--- config.mk ---
export PLATFORM = sky130hd
export DESIGN_NAME = parking_gate_decoder
export DESIGN_NICKNAME = d
export VERILOG_FILES = /design/src/rtl/parking_pkg.sv /design/src/rtl/occupancy_counter.sv /design/src/rtl/parking_gate_decoder.sv
export SDC_FILE = /design/constraint.sdc
export NUM_CORES = 1
export LEC_CHECK = 0
export ABC_CLOCK_PERIOD_IN_PS = 3140
export CORE_MARGIN = 1
export CORE_UTILIZATION = 49
export DETAILED_ROUTE_END_ITERATION = 8
export DONT_BUFFER_PORTS = 1
export PLACE_DENSITY = 0.63
export SETUP_SLACK_MARGIN = 0.02
export SLEW_MARGIN = 5
export SYNTH_ARGS = -nofsm -noshare
export SYNTH_HDL_FRONTEND = slang
export SYNTH_HIERARCHICAL = 1
export SYNTH_SLANG_ARGS = --single-unit
--- constraint.sdc ---
create_clock -name clk -period 3.14 [get_ports clk]
set_input_delay 0.628 -clock clk [delete_from_list [all_inputs] [get_ports clk]]
set_output_delay 0.628 -clock clk [all_outputs]
set_load 0.01 [all_outputs]
--- src/rtl/parking_pkg.sv ---
// Shared types and constants for the parking gate decoder.
package parking_pkg;

  localparam int DEFAULT_CAPACITY = 7;

  typedef enum logic [2:0] {
    IDLE,
    IN1,
    IN2,
    IN3,
    OUT1,
    OUT2,
    OUT3,
    WAIT_CLEAR
  } gate_state_e;

endpackage

--- src/rtl/occupancy_counter.sv ---
// Saturating 3-bit occupancy counter; ovf flags an increment while full or a
// decrement while empty (the count holds in both cases).
module occupancy_counter
  import parking_pkg::*;
#(
  parameter int CAPACITY = DEFAULT_CAPACITY
) (
  input  logic       clk,
  input  logic       reset,
  input  logic       inc,
  input  logic       dec,
  output logic [2:0] count,
  output logic       full,
  output logic       empty,
  output logic       ovf
);

  localparam logic [2:0] CAP = 3'(CAPACITY);

  logic [2:0] count_q;
  logic [2:0] count_d;

  assign full  = (count_q == CAP);
  assign empty = (count_q == 3'd0);
  assign count = count_q;
  assign ovf   = (inc && full) || (dec && empty);

  always_comb begin
    count_d = count_q;
    if (inc && !full) begin
      count_d = count_q + 3'd1;
    end else if (dec && !empty) begin
      count_d = count_q - 3'd1;
    end
  end

  always_ff @(posedge clk or negedge reset) begin
    if (!reset) begin
      count_q <= 3'd0;
    end else begin
      count_q <= count_d;
    end
  end

endmodule

--- src/rtl/parking_gate_decoder.sv ---
// Two-beam parking gate decoder: tracks the a/b beam sequence, counts cars in
// and out. Define PARK_GATE_SYNC_EN to add a 2-flop synchronizer per sensor.
module parking_gate_decoder
  import parking_pkg::*;
#(
  parameter int CAPACITY = DEFAULT_CAPACITY
) (
  input  logic       clk,
  input  logic       reset,
  input  logic       sensor_a,
  input  logic       sensor_b,
  output logic [2:0] count,
  output logic       full,
  output logic       empty,
  output logic       enter_pulse,
  output logic       exit_pulse,
  output logic       err
);

  logic [1:0] ab;

`ifdef PARK_GATE_SYNC_EN
  logic [1:0] sensors;
  logic [1:0] sync1_q;
  logic [1:0] sync2_q;

  assign sensors = {sensor_a, sensor_b};

  genvar gi;
  generate
    for (gi = 0; gi < 2; gi++) begin : g_sync
      always_ff @(posedge clk or negedge reset) begin
        if (!reset) begin
          sync1_q[gi] <= 1'b0;
          sync2_q[gi] <= 1'b0;
        end else begin
          sync1_q[gi] <= sensors[gi];
          sync2_q[gi] <= sync1_q[gi];
        end
      end
    end
  endgenerate

  assign ab = sync2_q;
`else
  assign ab = {sensor_a, sensor_b};
`endif

  gate_state_e state_q;
  gate_state_e state_d;
  logic        entry_ev;
  logic        exit_ev;
  logic        illegal;
  logic        ovf;
  logic        enter_pulse_q;
  logic        enter_pulse_d;
  logic        exit_pulse_q;
  logic        exit_pulse_d;
  logic        err_q;
  logic        err_d;

  // Entry walks a -> ab -> b -> clear; exit is the mirror image.
  always_comb begin
    state_d  = state_q;
    entry_ev = 1'b0;
    exit_ev  = 1'b0;
    illegal  = 1'b0;
    case (state_q)
      IDLE: begin
        case (ab)
          2'b10:   state_d = IN1;
          2'b01:   state_d = OUT1;
          2'b11:   begin state_d = WAIT_CLEAR; illegal = 1'b1; end
          default: state_d = IDLE;
        endcase
      end
      IN1: begin
        case (ab)
          2'b10:   state_d = IN1;
          2'b11:   state_d = IN2;
          2'b00:   state_d = IDLE;
          default: begin state_d = WAIT_CLEAR; illegal = 1'b1; end
        endcase
      end
      IN2: begin
        case (ab)
          2'b11:   state_d = IN2;
          2'b01:   state_d = IN3;
          2'b10:   state_d = IN1;
          default: begin state_d = WAIT_CLEAR; illegal = 1'b1; end
        endcase
      end
      IN3: begin
        case (ab)
          2'b01:   state_d = IN3;
          2'b11:   state_d = IN2;
          2'b00:   begin state_d = IDLE; entry_ev = 1'b1; end
          default: begin state_d = WAIT_CLEAR; illegal = 1'b1; end
        endcase
      end
      OUT1: begin
        case (ab)
          2'b01:   state_d = OUT1;
          2'b11:   state_d = OUT2;
          2'b00:   state_d = IDLE;
          default: begin state_d = WAIT_CLEAR; illegal = 1'b1; end
        endcase
      end
      OUT2: begin
        case (ab)
          2'b11:   state_d = OUT2;
          2'b10:   state_d = OUT3;
          2'b01:   state_d = OUT1;
          default: begin state_d = WAIT_CLEAR; illegal = 1'b1; end
        endcase
      end
      OUT3: begin
        case (ab)
          2'b10:   state_d = OUT3;
          2'b11:   state_d = OUT2;
          2'b00:   begin state_d = IDLE; exit_ev = 1'b1; end
          default: begin state_d = WAIT_CLEAR; illegal = 1'b1; end
        endcase
      end
      WAIT_CLEAR: begin
        if (ab == 2'b00) state_d = IDLE;
      end
      default: state_d = IDLE;
    endcase
  end

  occupancy_counter #(
    .CAPACITY(CAPACITY)
  ) u_occupancy_counter (
    .clk  (clk),
    .reset(reset),
    .inc  (entry_ev),
    .dec  (exit_ev),
    .count(count),
    .full (full),
    .empty(empty),
    .ovf  (ovf)
  );

  always_comb begin
    enter_pulse_d = entry_ev;
    exit_pulse_d  = exit_ev;
    err_d         = illegal || ovf;
  end

  always_ff @(posedge clk or negedge reset) begin
    if (!reset) begin
      state_q       <= IDLE;
      enter_pulse_q <= 1'b0;
      exit_pulse_q  <= 1'b0;
      err_q         <= 1'b0;
    end else begin
      state_q       <= state_d;
      enter_pulse_q <= enter_pulse_d;
      exit_pulse_q  <= exit_pulse_d;
      err_q         <= err_d;
    end
  end

  assign enter_pulse = enter_pulse_q;
  assign exit_pulse  = exit_pulse_q;
  assign err         = err_q;

endmodule

==> results of run 1 <==
[worst min-delay path by stage]
stage,slack (ns),cells after the start,endpoint
floorplan,0.33,0,enter_pulse
global placement,0.33,0,state_q[2]
detailed placement,0.33,0,state_q[2]
CTS,0.03,0,state_q[0]
global route,0.02,0,u_occupancy_counter/count[1]
finish,0.05,0,state_q[0]
[layout make-up]
type                            instances  share of cell area (%)
Timing Repair Buffer                    1                   0.930
Inverter                                6                    2.79
Clock buffer                            4                    3.26
Sequential cell                         9                    27.9
Multi-Input combinational cell         64                    62.6
Tap cell                               16                    2.48
[critical path, stage by stage]
cell,delay [ns]
inv_1,0.07
ha_1,0.32
nand2_1,0.14
nor3b_1,0.29
nand2b_1,0.11
fa_1,0.44
nand4bb_1,0.23
nand4_1,0.12
a211oi_1,0.05
[metal layers]
layer / vias up / share of wire, %
li1: 310 / -
met1: 306 / 51
met2: 14 / 45
met3: 0 / 4.5
met4: 0 / 0
met5: - / 0
[stage by stage]
stage          instance area, sq um  cells  setup WS (ns)  utilization, %  hold WS [ns]
6_report                        807    100          0.908            53.0        0.0525
3_5_place_dp                    781     96          0.631            51.2         0.333
4_1_cts                         807    100          0.929            53.0        0.0349
5_1_grt                         807    100          0.656            53.0        0.0231
2_1_floorplan                   801     85          0.641               -         0.332
3_3_place_gp                    781     96          0.686            51.2         0.333
[cell usage in the layout, fill, tap and decap left out, types with 4 or more instances in the layout]
cell	n
dfrtp_1	9
ha_1	6
inv_1	5
nand2_1	5
nand2b_1	5
nor2_1	4
[registers in the layout, indices dropped and copies added (netlist names)]
signal,count
state_q,3
u_occupancy_counter/count,3
enter_pulse,1
err,1
exit_pulse,1
[where the power goes]
part / switching [W] / total [W] / internal [W]
Combinational: 0.000119 / 0.000281 / 0.000162
Clock: 0.0000397 / 0.0000886 / 0.0000489
Sequential: 0.000137 / 0.000297 / 0.000159
[kinds of logic after synthesis]
logic type | Yosys count | share of synthesized area (%)
flip-flops | 9 | 28.1
buffers and inverters | 12 | 8.75
AND/OR/NAND/NOR | 30 | 22.3
adder cells (fa/ha/maj) | 7 | 11.9
multiplexers | 5 | 8.44
AO/OA/AOI/OAI | 22 | 20.5
==> flow_summary.toml, run 1 <==
[detailed_routing]
drt_iter0_drc = 17
vias = 630
routedWlPerCell_microns = 14.1
postRouteAntennaNets = 0
drcViolationCount = 0
finalWirelength_mm = 1.41
avgViaCountPerCell = 6.30
drtPass1Iterations = 4

[final_layout]
nets = 96
layout-drive-gt1-share_pct = 11.9
area_growth_pct = 0.781
diodes = 0
fillCellCount = 139
seq_area_sq_um = 225
multi_input_area_sq_um = 505

[global_route]
groute.layer.met2.usage_pct = 25.8
grt_pass1_vias = 545
use_met1_pct = 25.6
gr-usage-all-layers_pct = 19.1
grt_first_pass_wirelength_mm = 2.53
grt_overflow = 0
busiest_layer = "met2"
grt_use_met3_pct = 9.48
grt_max_degree = 14
antenna_found_initial = 0

[timing]
clock.fmax_mhz = 448
finalMaxSlewViolations = 0
post-route-period-util_pct = 71.1
max_slew.worst_pin.slew_ns = 0.437
relSlewSlack_pct = 70.6
setup-tns-final_ns = 0
setup_violations = 0
final.setup_skew_ns = 0.00717
hold_violations = 0
rsz0062_at_grt = "false"
period_minus_slack_ns = 2.23

[worst_setup_path]
reg2reg_from = "state_q[0]"
r2r_slack_ns = 1.09
worstPathRequired_ns = 3.29
critPathKind = "input pin to flip-flop"
worstSetupEndpointType = "flip-flop"
r2r_end = "u_occupancy_counter/count[2]"
start_kind = "input pin"
cp-endpoint = "u_occupancy_counter/count[2]"
worstPathMaxFanout = 8
critical_path_arrival_ns = 2.38
critPathLaunch = "sensor_b"
r2r_cells = 7

[yosys]
async_reset_ff_share_pct = 100
synth_area_leaders = "dfrtp_1 (28%), ha_1 (9.4%), nand2b_1 (3.9%), mux2i_1 (3.8%), a22o_1 (3.3%)"
yosysTopAreaCell = "dfrtp_1"
synthDistinctLibCells = 38
ys_seq_area_share_pct = 28.1
synth.avg_cell_area_sq_um = 9.42
synth_edf_count = 0
yosys_most_used_dff = "dfrtp_1"
synthMostInstantiatedCell = "dfrtp_1"
netlist_area_sq_um = 801
ys_warn_count = 6
synth_top_area_share_pct = 28.1
ys_top_cells_by_count = "dfrtp_1 (9), ha_1 (6), inv_1 (5), nand2_1 (5), nand2b_1 (5)"
ys_seq_elements = 9
synth_cells = 85
syn_nets = 96

[power]
power_w = 0.000666
vdd_drop_max_uv = 321
power_density_nw_per_um2 = 826
total_leakage_power_nw = 0.356

[floorplan]
die_h_microns = 42.4
core_area_sq_um = 1520
row_count = 14
ios = 12
start_util_pct = 52.5
dieArea_sq_um = 1800
die_x_microns = 42.4

[placement]
io_buffers = 0
place.gp.congestion = 0.862
dp_hpwl_mm = 1.02

[clock_tree]
clkLatencyLatePin_ns = 0.26
cts.sinks = 9
clkTransAtPathRegs_ns = 0.06
cts_resized = 0
ctsHoldBuffers = 0
cts_setup_buffers = 0
h-tree-depth = 1
cts_inserted_buffers = 3
cts_root_buf = "clkbuf_4"
clock_path_buffers = 2
cts_tree = "yes"

[run]
max-cap-violations = 0

[status]
status = "complete, no violations"

[min_path]
hold_class = "input pin to async pin"
Note: power is estimated with default switching activity, not from simulation.
==> run 2: changes to the inputs <==
--- a/config.mk
+++ b/config.mk
@@ -5,7 +5,7 @@
 export SDC_FILE = /design/constraint.sdc
 export NUM_CORES = 1
 export LEC_CHECK = 0
-export ABC_CLOCK_PERIOD_IN_PS = 3140
+export ABC_CLOCK_PERIOD_IN_PS = 2270
 export CORE_MARGIN = 1
 export CORE_UTILIZATION = 49
 export DETAILED_ROUTE_END_ITERATION = 8
==> constraint.sdc (replaced) <==
create_clock -name clk -period 2.27 [get_ports clk]
set_input_delay 0.454 -clock clk [delete_from_list [all_inputs] [get_ports clk]]
set_output_delay 0.454 -clock clk [all_outputs]
set_load 0.01 [all_outputs]
==> run 2 against run 1 <==
- register-to-register slack lost 0.58 ns
- die area is the same
- clock skew grew 0.0073 ns
- critical path depth is the same
==> flow_summary.toml, run 2 (synthesized netlist as in run 1, its figures left out) <==
[status]
status = "complete, no violations"

[floorplan]
start_util_pct = 52.5
die_h_microns = 42.4
row_count = 14
ios = 12
dieArea_sq_um = 1800
core_area_sq_um = 1520
die_x_microns = 42.4

[detailed_routing]
routedWlPerCell_microns = 14.0
drcViolationCount = 0
avgViaCountPerCell = 5.99
vias = 647
drtPass1Iterations = 4
finalWirelength_mm = 1.52
drt_iter0_drc = 14
postRouteAntennaNets = 0

[global_route]
grt_first_pass_wirelength_mm = 2.86
antenna_found_initial = 0
grt_overflow = 0
gr-usage-all-layers_pct = 20.8
grt_max_degree = 13
grt_pass1_vias = 630

[power]
power_density_nw_per_um2 = 1170
total_leakage_power_nw = 0.397
power_w = 0.00102
vdd_drop_max_uv = 513

[min_path]
hold_class = "input pin to async pin"

[final_layout]
fillCellCount = 135
final_common_cell = "dfrtp_1"
area_growth_pct = 9.22
post-route-util_pct = 57.4
layout-drive-gt1-share_pct = 19.6
diodes = 0
final_cell_mix = "dfrtp_1 (9), buf_4 (8), ha_1 (6)"
nets = 104

[timing]
period_minus_slack_ns = 1.85
relSlewSlack_pct = 69.9
setup_violations = 0
clock.fmax_mhz = 541
hold_slack_ns = 0.550
final.setup_skew_ns = 0.0144
max_slew.worst_pin.slew_ns = 0.448
setup-tns-final_ns = 0
post-route-period-util_pct = 81.4
hold_violations = 0
finalMaxSlewViolations = 0
worst_slack_ns = 0.422
rsz0062_at_grt = "false"

[placement]
place.gp.congestion = 0.833
dp_hpwl_mm = 1.12
post-place-ws_ns = 0.137
io_buffers = 0

[run]
max-cap-violations = 0

[clock_tree]
cts_root_buf = "clkbuf_4"
h-tree-depth = 1
clkLatencyLatePin_ns = 0.26
cts_setup_buffers = 0
clock_path_buffers = 2
cts.sinks = 9
cts_tree = "yes"
clkTransAtPathRegs_ns = 0.07
cts_inserted_buffers = 3

[worst_setup_path]
start_kind = "input pin"
worstPathMaxFanout = 5
critical_path_arrival_ns = 2.00
critPathKind = "input pin to flip-flop"
worstPathRequired_ns = 2.42
worstSetupEndpointType = "flip-flop"
==> run 2: final timing paths <==
kind | cells past startpoint | end | start | slack [ns]
min in group clk | 3 | state_q[0] | sensor_b | 0.59
min reg2reg | 2 | enter_pulse | state_q[2] | 0.63
max | 9 | u_occupancy_counter/count[2] | sensor_b | 0.42
min | 1 | enter_pulse | reset | 0.55
max reg2reg | 6 | u_occupancy_counter/count[2] | u_occupancy_counter/count[1] | 0.51
max in group asynchronous | 1 | exit_pulse | reset | 1.42
==> run 2: layout make-up <==
class,instances,area [sq um],area share (%)
multi-input combinational,64,510,58.4
sequential,9,225,25.8
timing repair buffer,9,70.1,8.01
clock buffer,4,26.3,3.00
inverter,6,22.5,2.58
tap,16,20.0,2.29
==> run 2: power by group <==
| part | internal (W) | total (W) | switching [W] |
|---|---|---|---|
| Combinational | 0.000292 | 0.000640 | 0.000348 |
| Clock | 0.0000676 | 0.000125 | 0.0000570 |
| Sequential | 0.000223 | 0.000257 | 0.0000343 |
| Total | 0.000583 | 0.00102 | 0.000439 |
==> run 2: per-layer routing <==
layer	routed length [microns]	vias up	share of wire, %	track usage [%]
li1	-	326	-	-
met1	812	304	54	30.6
met2	647	17	43	29.8
met3	56	0	3.7	6.90
met4	0	0	0	3.75
met5	0	-	0	0
==> run 2: critical path, cell delays in order <==
cell and delay [ns]:
inv_1 0.07, ha_1 0.17, nand2_1 0.12, nor3b_2 0.22
nand2b_1 0.10, fa_1 0.45, nand4bb_1 0.24, nand4_1 0.13
a211oi_1 0.05
==> run 2: metrics by stage <==
| stage | area (sq um) | std cells |
|---|---|---|
| floorplan | 808 | 85 |
| detailed placement | 838 | 103 |
| global placement | 838 | 103 |
| global route | 875 | 108 |
| finish | 875 | 108 |
| CTS | 875 | 108 |
==> run 2: what timing repair did <==
| item | 4_1_cts | 5_1_grt |
|---|---|---|
| endpoints found under the hold margin | 9 | 0 |
| hold buffers | 1 | 0 |
| gates resized for setup | 0 | 0 |
